<file path="config.mk">
export PLATFORM = sky130hd
export DESIGN_NAME = pixel_stream_reader
export DESIGN_NICKNAME = d
export VERILOG_FILES = /design/src/rtl/pix_pkg.sv /design/src/rtl/pix_skid_buf.sv /design/src/rtl/pixel_stream_reader.sv
export SDC_FILE = /design/constraint.sdc
export NUM_CORES = 1
export LEC_CHECK = 0
export CAP_MARGIN = 10
export CORE_MARGIN = 1.5
export CORE_UTILIZATION = 48
export DETAILED_ROUTE_END_ITERATION = 6
export GPL_ROUTABILITY_DRIVEN = 0
export PLACE_DENSITY = 0.82
export SLEW_MARGIN = 30
export SYNTH_ARGS = -nofsm -noshare
export SYNTH_HDL_FRONTEND = slang
export SYNTH_SLANG_ARGS = --single-unit
</file>
<file path="constraint.sdc">
create_clock -name clk -period 2.33 [get_ports clk]
set_input_delay 0.5825 -clock clk [delete_from_list [all_inputs] [get_ports clk]]
set_output_delay 0.5825 -clock clk [all_outputs]
set_load 0.01 [all_outputs]
</file>
<file path="src/rtl/pix_pkg.sv">
// rtl/pix_pkg.sv - shared widths, word types and reader FSM states
package pix_pkg;

    localparam int PIX_W  = 8;
    localparam int DATA_W = 32;

    typedef logic [PIX_W-1:0]  pix_t;
    typedef logic [DATA_W-1:0] word_t;

    typedef enum logic [1:0] {
        IDLE  = 2'd0,
        RUN   = 2'd1,
        DRAIN = 2'd2,
        DONE  = 2'd3
    } rd_state_t;

endpackage

</file>
<file path="src/rtl/pix_skid_buf.sv">
// rtl/pix_skid_buf.sv - two-entry register FIFO absorbing read latency under backpressure
module pix_skid_buf
    import pix_pkg::*;
#(
    parameter int WIDTH = PIX_W
) (
    input  logic             clk,
    input  logic             rst,
    input  logic             push,
    input  logic [WIDTH-1:0] din,
    input  logic             pop,
    output logic [WIDTH-1:0] head,
    output logic [1:0]       occ
);

    logic [WIDTH-1:0] entry0;
    logic [WIDTH-1:0] entry1;
    logic             do_pop;

    // A pop against an empty buffer is meaningless, so it is dropped here.
    assign do_pop = pop && (occ != 2'd0);
    assign head   = entry0;

    // entry0 is always the head; entry1 only holds data while occ==2.
    always_ff @(posedge clk) begin
        if (rst) begin
            entry0 <= '0;
            entry1 <= '0;
            occ    <= 2'd0;
        end else begin
            case ({push, do_pop})
                2'b10: begin
                    if (occ == 2'd0) begin
                        entry0 <= din;
                    end else begin
                        entry1 <= din;
                    end
                    occ <= occ + 2'd1;
                end
                2'b01: begin
                    entry0 <= entry1;
                    occ    <= occ - 2'd1;
                end
                2'b11: begin
                    if (occ == 2'd1) begin
                        entry0 <= din;
                    end else begin
                        entry0 <= entry1;
                        entry1 <= din;
                    end
                end
                default: begin
                end
            endcase
        end
    end

    // The reader's issue rule must never let a third pixel arrive while two are held.
    no_overflow: assert property (@(posedge clk) disable iff (rst)
        !(push && !do_pop && (occ == 2'd2)));

endmodule

</file>
<file path="src/rtl/pixel_stream_reader.sv">
// rtl/pixel_stream_reader.sv - streams one frame of pixels from a synchronous memory as 32-bit words
module pixel_stream_reader #(
    parameter int PIX_COUNT = 11,
    parameter int ADDR_W    = 4,
    parameter int PIX_W     = pix_pkg::PIX_W,
    parameter int DATA_W    = pix_pkg::DATA_W
) (
    input  logic              clk,
    input  logic              rst,
    input  logic              start,
    output logic              mem_rd_en,
    output logic [ADDR_W-1:0] mem_addr,
    input  logic [PIX_W-1:0]  mem_rdata,
    output logic [DATA_W-1:0] out_data,
    output logic              out_valid,
    input  logic              out_ready,
    output logic              out_last,
    output logic              busy,
    output logic              done
);

    localparam logic [ADDR_W-1:0] LAST_IDX = ADDR_W'(PIX_COUNT - 1);

    pix_pkg::rd_state_t state;

    logic [ADDR_W-1:0] rd_addr;
    logic [ADDR_W-1:0] out_idx;
    logic              inflight;
    logic              xfer;
    logic [1:0]        occ;
    logic [2:0]        level;
    logic [PIX_W-1:0]  head;

    pix_skid_buf #(
        .WIDTH (PIX_W)
    ) u_skid (
        .clk  (clk),
        .rst  (rst),
        .push (inflight),
        .din  (mem_rdata),
        .pop  (xfer),
        .head (head),
        .occ  (occ)
    );

    assign out_valid = (occ != 2'd0);
    assign out_data  = DATA_W'(head);
    assign out_last  = out_valid && (out_idx == LAST_IDX);
    assign xfer      = out_valid && out_ready;
    assign mem_addr  = rd_addr;

    // Pixels held plus the one still coming back from memory.
    assign level = {1'b0, occ} + {2'b00, inflight};

    // Issue a read only when the skid buffer is guaranteed room for its data.
    always_comb begin
        mem_rd_en = 1'b0;
        if (state == pix_pkg::RUN) begin
            mem_rd_en = (level < 3'd2) || ((level == 3'd2) && xfer);
        end
    end

    // Frame FSM with read address, output index, in-flight flag and status outputs.
    always_ff @(posedge clk) begin
        if (rst) begin
            state    <= pix_pkg::IDLE;
            rd_addr  <= '0;
            out_idx  <= '0;
            inflight <= 1'b0;
            busy     <= 1'b0;
            done     <= 1'b0;
        end else begin
            inflight <= mem_rd_en;
            done     <= 1'b0;
            if (xfer) begin
                out_idx <= out_idx + ADDR_W'(1);
            end
            case (state)
                pix_pkg::IDLE: begin
                    if (start) begin
                        state   <= pix_pkg::RUN;
                        rd_addr <= '0;
                        out_idx <= '0;
                        busy    <= 1'b1;
                    end
                end
                pix_pkg::RUN: begin
                    if (mem_rd_en) begin
                        if (rd_addr == LAST_IDX) begin
                            state <= pix_pkg::DRAIN;
                        end else begin
                            rd_addr <= rd_addr + ADDR_W'(1);
                        end
                    end
                end
                pix_pkg::DRAIN: begin
                    if (xfer && out_last) begin
                        state <= pix_pkg::DONE;
                        busy  <= 1'b0;
                        done  <= 1'b1;
                    end
                end
                pix_pkg::DONE: begin
                    state   <= pix_pkg::IDLE;
                    rd_addr <= '0;
                end
                default: begin
                    state <= pix_pkg::IDLE;
                end
            endcase
        end
    end

endmodule
</file>
# Yosys cells after proc, flatten, opt, wreduce, memory -nomap -nowiden
# Cells that the tools add are included.
# word_totals
reg_bits,31
out_inout_bits,41
word_cells,78
# classes
add_sub_neg,5
order_cmp,1
n_eq_ne,18
mux,24
bitwise,1
n_reduce_logical,20
# ops
operator,count
two-way mux 8 bit,4
two-way mux 4 bit,6
one-hot mux 8 bit (3 select lines),1
one-hot mux 8 bit (2 select lines),1
"!= test 2 bit, second input constant",6
one-hot mux 4 bit (3 select lines),1
"adder 4 x 1 -> 4 bit, second input constant",2
"equality test 2 bit, second input constant",4
"equality test 4 bit, second input constant",2
two-way mux 2 bit,4
one-hot mux 2 bit (4 select lines),1
AND reduction 4 bit,2
nonzero test 2 bit,4
"equality test 2 x 1 -> 1 bit, second input constant",3
AND reduction 3 bit,2
nonzero test 3 bit,2
logical AND 1 bit,5
logical NOT 2 bit,2
two-way mux 1 bit,4
"!= test 2 x 1 -> 1 bit, second input constant",2
one-hot mux 2 bit (2 select lines),1
adder 2 x 1 -> 3 bit,1
"equality test 3 x 2 -> 1 bit, second input constant",1
"less-than comparator 3 x 2 -> 1 bit, second input constant",1
7 further kinds,7

# Longest topological paths before layout
# Gate-level depths: netlist (run 1).
# logic_depth
ltp_word,7
mapped_depth,10
depth_no_buf,9

# By module
# Synthesis (run 1) repeated with hierarchy kept, for this count alone.
# unflattened
hier_cells,217
hier_area_um2,1898.1
# modules_own_cells
mod,instances,cells_each,area_each_um2
pixel_stream_reader,1,112,972.2
pix_skid_buf,1,105,925.9

# Worst setup path before layout (run 1)
# No wires, ideal clock.
# synth_timing
path_type,input -> register
start,input out_ready
end,"register u_skid.entry0[6], in the netlist u_skid.head[6]"
setup_ns,0.135
arrival_ns,1.815
required_ns,2.195
path_slack_ns,0.380
path_stages,8
path_cell_list,nor2b_4 -> buf_6 -> ha_1 -> and2b_1 -> or2_1 -> buf_2 -> a22oi_1 -> a211oi_2
# synth_between
elab_chain_len,5
word_cells_on_any_way,9
cone_classes,4 x eq/ne; 1 x mux; 4 x reduce/logical
# synth_lines
item,line_no,source
"start, declared",pixel_stream_reader.sv:16,"input logic out_ready,"
logical AND 1 bit *,pixel_stream_reader.sv:49,assign xfer = out_valid && out_ready;
logical AND 1 bit *,pix_skid_buf.sv:21,assign do_pop = pop && (occ != 2'd0);
equality test 2 bit or equality test 2 x 1 -> 1 bit (tied branches),pix_skid_buf.sv:31,"case ({push, do_pop})"
!= test 2 x 1 -> 1 bit (no line) or nonzero test 3 bit (tied branches),-,
AND reduction 2 bit (no line),-,
"end signal, assigned",pix_skid_buf.sv:34,entry0 <= din;
"end signal, assigned",pix_skid_buf.sv:41,entry0 <= entry1;
"end signal, assigned",pix_skid_buf.sv:46,entry0 <= din;
"end, declared",pix_skid_buf.sv:16,logic [WIDTH-1:0] entry0;
# Mark *: on every way between the ends. The rest lies on a longest branch, timed or not.
# A chain may end at the register's enable or synchronous reset.

# Final worst setup path (run 1)
# layout_timing
start,input out_ready
end,output mem_rd_en
# layout_between
elab_chain_len,4
# layout_lines
item,line_no,source
logical AND 1 bit,pixel_stream_reader.sv:49,
logical AND 1 bit,pixel_stream_reader.sv:59,mem_rd_en = (level < 3'd2) || ((level == 3'd2) && xfer);
logical OR 1 bit,pixel_stream_reader.sv:59,
two-way mux 1 bit,pixel_stream_reader.sv:58,if (state == pix_pkg::RUN) begin
"end, declared",pixel_stream_reader.sv:11,"output logic mem_rd_en,"
# Every way passes these cells.

==> flow_summary.html, run 1 <==
<table>
<tr><th>Metric</th><th>Value</th></tr>
<tr><th colspan="2">Yosys</th></tr>
<tr><td>Sequential-to-total area share from yosys stat</td><td>33.0%</td></tr>
<tr><td>Synthesized-area fraction occupied by and/or/nand/nor cells</td><td>around 16%</td></tr>
<tr><td>Combinational family with the most area after synthesis</td><td>compound AO/OA/AOI/OAI gates</td></tr>
<tr><td>Mapped Avg Cell Area</td><td>~9.5 µm²</td></tr>
<tr><td>Synth Flop Type</td><td>dfxtp_1</td></tr>
<tr><td>Number of unique standard cell types used by synthesis</td><td>47</td></tr>
<tr><td>Total number of yosys warnings</td><td>0</td></tr>
<tr><td>Number of enable flip-flop cells after synthesis</td><td>0</td></tr>
<tr><td>Cells after synthesis</td><td>approximately 200</td></tr>
<tr><td>XOR/XNOR Fraction of Synth Area</td><td>around 1.9%</td></tr>
<tr><td>Multiplexer share of the synthesized area</td><td>under 10%</td></tr>
<tr><td>Post-synthesis cell area</td><td>between 1500 and 2000 µm²</td></tr>
<tr><td>Number of storage elements in the synthesis netlist</td><td>31</td></tr>
<tr><td>Arithmetic-cell share of the synthesized area counting full adders, half adders and majority gates</td><td>around 10%</td></tr>
<tr><td>Post-synthesis compound-gate area fraction</td><td>between 10% and 20%</td></tr>
<tr><td>Share of synthesized flip-flops with an asynchronous set or reset</td><td>0%</td></tr>
<tr><th colspan="2">GRT</th></tr>
<tr><td>Antenna violations before repair</td><td>0</td></tr>
<tr><td>First-pass GRT wire length</td><td>~6.3 mm</td></tr>
<tr><td>Leftover overflow at the end of global routing</td><td>0</td></tr>
<tr><td>Number of global-route vias before repair</td><td>1412</td></tr>
<tr><td>Maximum number of pins on one net before global-route repair</td><td>21</td></tr>
<tr><td>GR Util All Layers</td><td>between 10% and 20%</td></tr>
<tr><th colspan="2">Power</th></tr>
<tr><td>Highest ir drop seen on vdd</td><td>0.486 mV</td></tr>
<tr><td>Pwr/cell area</td><td>approximately 1100 nW/µm²</td></tr>
<tr><td>Power, Total</td><td>roughly 2.6 mW</td></tr>
<tr><td>Leakage power</td><td>approximately 1.0 nW</td></tr>
<tr><th colspan="2">Critical path</th></tr>
<tr><td>Slowest cell on the critical path</td><td>clkdlybuf4s50_1</td></tr>
<tr><td>WP data arrival</td><td>~1.7 ns</td></tr>
<tr><td>Setup slack on the worst flop-to-flop path</td><td>about 0.21 ns</td></tr>
<tr><td>Worst Path Max Fanout</td><td>2</td></tr>
<tr><td>Endpoint of the most critical register-to-register path</td><td>u_skid.entry1[6]$_SDFFE_PP0P_</td></tr>
<tr><td>Type of the setup path with the least slack</td><td>in2out</td></tr>
<tr><td>Cell Chain, Critical Path</td><td>clkdlybuf4s50_1 -&gt; nor2b_4 -&gt; a31o_2 -&gt; and2_1 -&gt; buf_2</td></tr>
<tr><td>Kind of cell adding the most delay to the critical path</td><td>buffers and inverters</td></tr>
<tr><td>Number of cells traversed by the worst register-to-register path</td><td>11</td></tr>
<tr><td>CP startpoint kind</td><td>primary input</td></tr>
<tr><td>Required time of the critical path</td><td>roughly 1.8 ns</td></tr>
<tr><td>Largest stage delay on the critical path</td><td>about 0.44 ns</td></tr>
<tr><td>Worst reg2reg startpoint</td><td>u_skid.occ[1]$_SDFFE_PP0P_</td></tr>
<tr><td>Crit end category</td><td>primary output</td></tr>
<tr><td>Crit path buf inv count</td><td>2</td></tr>
<tr><th colspan="2">Routing</th></tr>
<tr><td>Detailed Route Iter0 Violations</td><td>45</td></tr>
<tr><td>DRC Markers</td><td>0</td></tr>
<tr><td>First drt pass iteration count</td><td>4</td></tr>
<tr><td>Total wirelength of the detailed-routed design</td><td>between 3 and 4 mm</td></tr>
<tr><td>Total number of vias</td><td>roughly 1500</td></tr>
<tr><td>Detail-routed net length per standard cell</td><td>~12 µm</td></tr>
<tr><td>Detail-routed via count per cell</td><td>5.02</td></tr>
<tr><td>Count of nets left with antenna violations after detail routing</td><td>0</td></tr>
<tr><th colspan="2">Placed design</th></tr>
<tr><td>Port Buf Inserts</td><td>28</td></tr>
<tr><td>Final HPWL DP</td><td>between 2 and 3 mm</td></tr>
<tr><td>Placed standard-cell area</td><td>~2200 µm²</td></tr>
<tr><td>Post-placement setup slack</td><td>-0.317 ns</td></tr>
<tr><th colspan="2">Finish</th></tr>
<tr><td>Area growth from synthesis to layout</td><td>24.6%</td></tr>
<tr><td>Layout cells sized above 1</td><td>about a fifth</td></tr>
<tr><td>Antenna diode instance count</td><td>0</td></tr>
<tr><td>Nets@finish</td><td>268</td></tr>
<tr><td>Filler cell count</td><td>310</td></tr>
<tr><td>Cell area after layout</td><td>2340 µm²</td></tr>
<tr><th colspan="2">CTS</th></tr>
<tr><td>Clk pin slew, worst setup/hold paths</td><td>0.06 ns</td></tr>
<tr><td>Maximum number of buffers from clock root to sink</td><td>2</td></tr>
<tr><td>Number of buffers inserted for hold repair after clock tree synthesis</td><td>0</td></tr>
<tr><td>Clock root buffer master</td><td>clkbuf_8</td></tr>
<tr><td>Clock tree from TritonCTS</td><td>done</td></tr>
<tr><td>Clock Latency Late Sink</td><td>0.29 ns</td></tr>
<tr><td>TritonCTS Buffers</td><td>5</td></tr>
<tr><td>Number of H-tree levels</td><td>2</td></tr>
<tr><td>Clock sink count</td><td>31</td></tr>
<tr><th colspan="2">Floorplan</th></tr>
<tr><td>Initial standard-cell utilization of the core</td><td>50.6%</td></tr>
<tr><td>Number of rows created at floorplan</td><td>22</td></tr>
<tr><td>Overall die area</td><td>around 4300 µm²</td></tr>
<tr><td>Horizontal die dimension</td><td>approximately 66 µm</td></tr>
<tr><td>Floorplan die height</td><td>between 60 and 70 µm</td></tr>
<tr><td>Placeable core region</td><td>between 3000 and 4000 µm²</td></tr>
<tr><td>Boundary pin count</td><td>53</td></tr>
<tr><th colspan="2">Timing</th></tr>
<tr><td>Final-report setup violation count</td><td>0</td></tr>
<tr><td>Minimum period implied by the final worst setup slack</td><td>between 2 and 2.5 ns</td></tr>
<tr><td>Final worst path period share</td><td>between 90% and 100%</td></tr>
<tr><td>Highest Clock Rate</td><td>about 0.44 GHz</td></tr>
<tr><td>Layout Skew</td><td>around 0.0057 ns</td></tr>
<tr><td>Accumulated negative setup slack</td><td>0 ns</td></tr>
<tr><td>Fin worst setup slack</td><td>~0.046 ns</td></tr>
<tr><td>Final hold violation count</td><td>0</td></tr>
<tr><td>Setup repair after global routing missed its margin</td><td>false</td></tr>
<tr><td>Count of final max-slew check failures</td><td>0</td></tr>
<tr><th colspan="2">Flow run</th></tr>
<tr><td>Max-capacitance violation count</td><td>0</td></tr>
<tr><th colspan="2">Hold path</th></tr>
<tr><td>Hold WC Path Type</td><td>reg2reg</td></tr>
<tr><td>Destination of the worst hold path</td><td>out_idx[0]$_SDFF_PP0_</td></tr>
<tr><td>Hold path cells</td><td>2</td></tr>
<tr><td>Startpoint of the lowest-slack hold path</td><td>out_idx[0]$_SDFF_PP0_</td></tr>
<tr><th colspan="2">Run status</th></tr>
<tr><td>Outcome</td><td>finished clean</td></tr>
</table>
[per-layer routing]
metal / wire [µm] / vias to the layer above / track usage, %
met2: 1760 / 39 / 32.4
met1: 1600 / 686 / 22.6
met3: 167 / 7 / 5.65
li1: - / 724 / -
met5: 0 / - / 0
met4: 62 / 0 / 8.07
[flip-flops by register name, indices dropped and copies added, names as in the netlist]
signal,cells
mem_addr,4
u_skid.occ,2
u_skid.head,8
out_idx,4
inflight,1
busy,1
u_skid.entry1,8
done,1
state,2
[power breakdown]
| group | switching [mW] | internal [mW] |
|---|---|---|
| combinational | 0.716 | 0.657 |
| clock | 0.205 | 0.268 |
| sequential | 0.0901 | 0.671 |
| total | 1.01 | 1.60 |
[worst min-delay path, cell delays in order, from the launching register on]
cell and delay [ns]:
dfxtp_1 0.34, nand2_1 0.06, a21oi_1 0.05
[cells in the final DEF (no fill, tap or decap), drive strengths merged, types with 3 or more instances in the layout]
master,synthesis,layout
nand4,3,3
a22oi,8,8
conb,1,24
mux2i,10,10
dfxtp,31,31
xor2,4,4
buf,27,16
nand2,7,7
ha,15,15
clkdlybuf4s50,0,26
a211oi,11,11
a21oi,4,4
inv,13,13
nor2,25,25
clkbuf,4,7
nor2b,5,5
[repair_timing]
| item | in CTS | in global routing |
|---|---|---|
| setup buffers | 1 | 0 |
| cloned | 0 | 0 |
| setup endpoints to repair | 2 | 11 |
| gates resized for setup | 9 | 7 |
| pin swaps | 1 | 0 |
[stage by stage]
step,util (%),cells,hold slack (ns)
floorplan,-,222,0.451
global placement,59.3,281,0.465
detailed placement,59.3,281,0.486
CTS,62.3,290,0.498
global route,63.0,290,0.524
finish,63.0,290,0.497
[area by class of cell]
type / count / area, µm² / share of cell area, %
multi-input cells: 147 / 1110 / 47.3
repair buffers: 43 / 399 / 17.0
flip-flops and latches: 31 / 623 / 26.6
clock buffers: 7 / 96.3 / 4.11
clock inverters: 1 / 7.51 / 0.321
well taps: 48 / 60.1 / 2.56
inverters: 13 / 48.8 / 2.08
[worst max path at each step]
stage,start,end,depth (start not counted)
after floorplan,out_ready,u_skid.head[6]$_SDFFE_PP0P_,8
after global placement,out_ready,mem_rd_en,5
after detailed placement,out_ready,mem_rd_en,5
after CTS,out_ready,mem_rd_en,5
after global routing,out_ready,mem_rd_en,5
final,out_ready,mem_rd_en,5
[cells by family after synthesis]
kind of cell,count (synthesis)
simple gates,56
buf+inv,44
compound gates,38
flops,31
fa+ha+maj,15
mux,10
xor+xnor,4
other cells,1
[synthesized netlist by cell type, types with 2 or more instances]
library cell / number / area share (%)
nor2_1: 25 / 5.0
o311ai_1: 2 / 0.93
nand2b_1: 2 / 0.67
a211oi_2: 2 / 1.3
clkbuf_1: 4 / 0.80
inv_2: 2 / 0.40
nand3b_1: 2 / 0.80
nand3_1: 2 / 0.53
ha_1: 15 / 10
nand2_1: 7 / 1.4
dfxtp_1: 31 / 33
buf_4: 24 / 9.6
a21oi_1: 3 / 0.80
nand4_1: 3 / 1.0
a211oi_1: 8 / 3.2
buf_6: 2 / 1.2
a21o_1: 2 / 0.80
nor2b_1: 4 / 1.3
a22oi_1: 8 / 3.2
nor3b_1: 2 / 0.80
xor2_1: 4 / 1.9
mux2i_1: 10 / 5.3
inv_1: 11 / 2.2
Note: power is estimated with default switching activity, not from simulation.
==> run 2: changes to the inputs <==
--- a/config.mk
+++ b/config.mk
@@ -6,10 +6,10 @@
 export NUM_CORES = 1
 export LEC_CHECK = 0
 export CAP_MARGIN = 10
-export CORE_MARGIN = 1.5
 export CORE_UTILIZATION = 48
 export DETAILED_ROUTE_END_ITERATION = 6
 export GPL_ROUTABILITY_DRIVEN = 0
+export GPL_TIMING_DRIVEN = 0
 export PLACE_DENSITY = 0.82
 export SLEW_MARGIN = 30
 export SYNTH_ARGS = -nofsm -noshare
==> flow_summary.html, run 2 (same netlist as run 1, synthesis figures left out) <==
<table>
<tr><th>Metric</th><th>Value</th></tr>
<tr><th colspan="2">Routing</th></tr>
<tr><td>DRC Markers</td><td>0</td></tr>
<tr><td>Detailed Route Iter0 Violations</td><td>~70</td></tr>
<tr><td>Met2 WL</td><td>between 2 and 2.5 mm</td></tr>
<tr><td>Top routing layer in use</td><td>met4</td></tr>
<tr><td>First drt pass iteration count</td><td>5</td></tr>
<tr><td>Count of nets left with antenna violations after detail routing</td><td>0</td></tr>
<tr><td>WL met1</td><td>between 1.5 and 2 mm</td></tr>
<tr><td>Met3 wire len</td><td>approximately 190 µm</td></tr>
<tr><td>Detail-routed net length per standard cell</td><td>roughly 13 µm</td></tr>
<tr><td>Total number of vias</td><td>around 1500</td></tr>
<tr><td>Detail-routed via count per cell</td><td>a little under 5</td></tr>
<tr><td>Total wirelength of the detailed-routed design</td><td>about 4.0 mm</td></tr>
<tr><th colspan="2">Critical path</th></tr>
<tr><td>Largest stage delay on the critical path</td><td>0.36 ns</td></tr>
<tr><td>WP data arrival</td><td>1.69 ns</td></tr>
<tr><td>CP startpoint kind</td><td>register</td></tr>
<tr><td>Slowest cell on the critical path</td><td>dfxtp_1</td></tr>
<tr><td>Required time of the critical path</td><td>between 1.5 and 2 ns</td></tr>
<tr><td>Cell Chain, Critical Path</td><td>inv_2 -&gt; buf_4 -&gt; ha_4 -&gt; a31o_4 -&gt; and2_1 -&gt; buf_2</td></tr>
<tr><td>Type of the setup path with the least slack</td><td>reg2out</td></tr>
<tr><td>Crit end category</td><td>primary output</td></tr>
<tr><td>Worst Path Max Fanout</td><td>5</td></tr>
<tr><th colspan="2">Flow run</th></tr>
<tr><td>Max-capacitance violation count</td><td>0</td></tr>
<tr><th colspan="2">Timing</th></tr>
<tr><td>Setup repair after global routing missed its margin</td><td>true</td></tr>
<tr><td>Highest Clock Rate</td><td>approximately 0.44 GHz</td></tr>
<tr><td>Final-report setup violation count</td><td>0</td></tr>
<tr><td>Worst slew margin relative to its limit</td><td>between 60% and 70%</td></tr>
<tr><td>Worst Tran Pin Value</td><td>between 0.5 and 0.6 ns</td></tr>
<tr><td>Final hold violation count</td><td>0</td></tr>
<tr><td>Minimum period implied by the final worst setup slack</td><td>2.28 ns</td></tr>
<tr><td>Layout Skew</td><td>about 0.0032 ns</td></tr>
<tr><td>Final worst path period share</td><td>between 90% and 100%</td></tr>
<tr><td>Count of final max-slew check failures</td><td>0</td></tr>
<tr><th colspan="2">GRT</th></tr>
<tr><td>Number of global-route vias before repair</td><td>between 1000 and 1500</td></tr>
<tr><td>First-pass GRT wire length</td><td>about 6 mm</td></tr>
<tr><td>Antenna violations before repair</td><td>0</td></tr>
<tr><td>Leftover overflow at the end of global routing</td><td>0</td></tr>
<tr><td>GR Util All Layers</td><td>about a fifth</td></tr>
<tr><td>Maximum number of pins on one net before global-route repair</td><td>11</td></tr>
<tr><th colspan="2">Placed design</th></tr>
<tr><td>Final HPWL DP</td><td>~2.6 mm</td></tr>
<tr><td>Port Buf Inserts</td><td>28</td></tr>
<tr><td>Placed standard-cell area</td><td>between 2000 and 2500 µm²</td></tr>
<tr><th colspan="2">CTS</th></tr>
<tr><td>Clock root buffer master</td><td>clkbuf_8</td></tr>
<tr><td>Maximum number of buffers from clock root to sink</td><td>2</td></tr>
<tr><td>Clock sink count</td><td>31</td></tr>
<tr><td>Clock tree from TritonCTS</td><td>done</td></tr>
<tr><td>Number of H-tree levels</td><td>2</td></tr>
<tr><td>Number of buffers inserted for hold repair after clock tree synthesis</td><td>0</td></tr>
<tr><td>Clock Latency Late Sink</td><td>approximately 0.29 ns</td></tr>
<tr><td>Clk pin slew, worst setup/hold paths</td><td>roughly 0.07 ns</td></tr>
<tr><td>TritonCTS Buffers</td><td>5</td></tr>
<tr><th colspan="2">Finish</th></tr>
<tr><td>Cell area after layout</td><td>around 2500 µm²</td></tr>
<tr><td>Final core area utilization</td><td>approximately two thirds</td></tr>
<tr><td>Filler cell count</td><td>~300</td></tr>
<tr><td>Area growth from synthesis to layout</td><td>35.4%</td></tr>
<tr><td>Nets@finish</td><td>289</td></tr>
<tr><td>Antenna diode instance count</td><td>0</td></tr>
<tr><td>Multi-input logic area</td><td>1150 µm²</td></tr>
<tr><td>Sequential Area</td><td>approximately 630 µm²</td></tr>
<tr><td>Most used cells in the layout excluding fill and tap cells</td><td>29 x buf_4, 29 x dfxtp_1, 25 x clkdlybuf4s50_1</td></tr>
<tr><td>Layout cells sized above 1</td><td>a little over a quarter</td></tr>
<tr><th colspan="2">Floorplan</th></tr>
<tr><td>Placeable core region</td><td>3720 µm²</td></tr>
<tr><td>Initial standard-cell utilization of the core</td><td>50.6%</td></tr>
<tr><td>Number of rows created at floorplan</td><td>22</td></tr>
<tr><td>Overall die area</td><td>between 4000 and 5000 µm²</td></tr>
<tr><td>Floorplan die height</td><td>64.6 µm</td></tr>
<tr><td>Horizontal die dimension</td><td>between 60 and 70 µm</td></tr>
<tr><td>Boundary pin count</td><td>53</td></tr>
<tr><th colspan="2">Power</th></tr>
<tr><td>Power, Total</td><td>2.80 mW</td></tr>
<tr><td>Highest ir drop seen on vdd</td><td>roughly 0.53 mV</td></tr>
<tr><td>Leakage power</td><td>~1.1 nW</td></tr>
<tr><td>Pwr/cell area</td><td>between 1000 and 1500 nW/µm²</td></tr>
<tr><th colspan="2">Run status</th></tr>
<tr><td>Outcome</td><td>finished clean</td></tr>
<tr><th colspan="2">Hold path</th></tr>
<tr><td>Hold WC Path Type</td><td>reg2reg</td></tr>
</table>
-- run 2: cell count changes in the layout (fill, tap and decap cells not counted), sizes merged --
cell and change:
clkinvlp -1, buf +16, dlygate4sd2 +1, bufinv +1, clkdlybuf4s50 -1, clkbuf +4
clkinv +1
-- run 2: layout make-up --
type	count	share of cell area, %
Multi-Input combinational cell	147	45.4
Clock inverter	2	1.38
Buffer	31	8.89
Sequential cell	31	24.7
Clock buffer	6	3.24
Tap cell	48	2.36
Inverter	13	1.92
Timing Repair Buffer	33	12.2
-- run 2: where the power goes --
| group | switching [mW] | internal, mW | leakage [nW] |
|---|---|---|---|
| clock | 0.212 | 0.346 | 0.0612 |
| sequential | 0.100 | 0.674 | 0.254 |
| combinational | 0.747 | 0.717 | 0.813 |
-- run 2: per-layer routing --
layer	vias to the layer above	GRT usage, %
met5	-	0
met1	690	24.0
li1	768	-
met3	11	5.28
met4	0	9.17
met2	48	32.2
-- run 2: repair_timing --
| item | CTS | global route |
|---|---|---|
| pin swaps | 1 | 1 |
| buffers inserted | 2 | 3 |
| endpoints found under the setup margin | 2 | 17 |
| cloned | 0 | 0 |
| gates resized for setup | 15 | 16 |
-- run 2: stage by stage --
stage          hold slack (ns)  cells  setup WS, ns  TNS [ns]
5_1_grt                  0.491    311       -0.0354   -0.0908
2_1_floorplan            0.451    222         0.380         0
3_5_place_dp             0.470    298        -0.602     -3.97
4_1_cts                  0.478    308       -0.0476   -0.0476
6_report                 0.480    311        0.0545         0
3_3_place_gp             0.465    298        -0.585     -3.71
-- run 2: worst paths after layout --
check,from,end,slack (ns),cells after the start
setup / recovery,u_skid.occ[1]$_SDFFE_PP0P_,mem_rd_en,0.05,6
hold / removal,state[1]$_SDFFE_PP0P_,state[1]$_SDFFE_PP0P_,0.48,2
setup reg to reg,u_skid.occ[1]$_SDFFE_PP0P_,u_skid.head[0]$_SDFFE_PP0P_,0.12,11
hold reg to reg,state[1]$_SDFFE_PP0P_,state[1]$_SDFFE_PP0P_,0.48,2
-- run 2: critical path, delay by kind of cell, from the launching register on --
kind | cells | cell delay, ns
DFF | 1 | 0.36
adders and majority gates | 1 | 0.25
buffers and inverters | 3 | 0.38
AOI/OAI and AO/OA | 1 | 0.24
and+or+nand+nor | 1 | 0.18
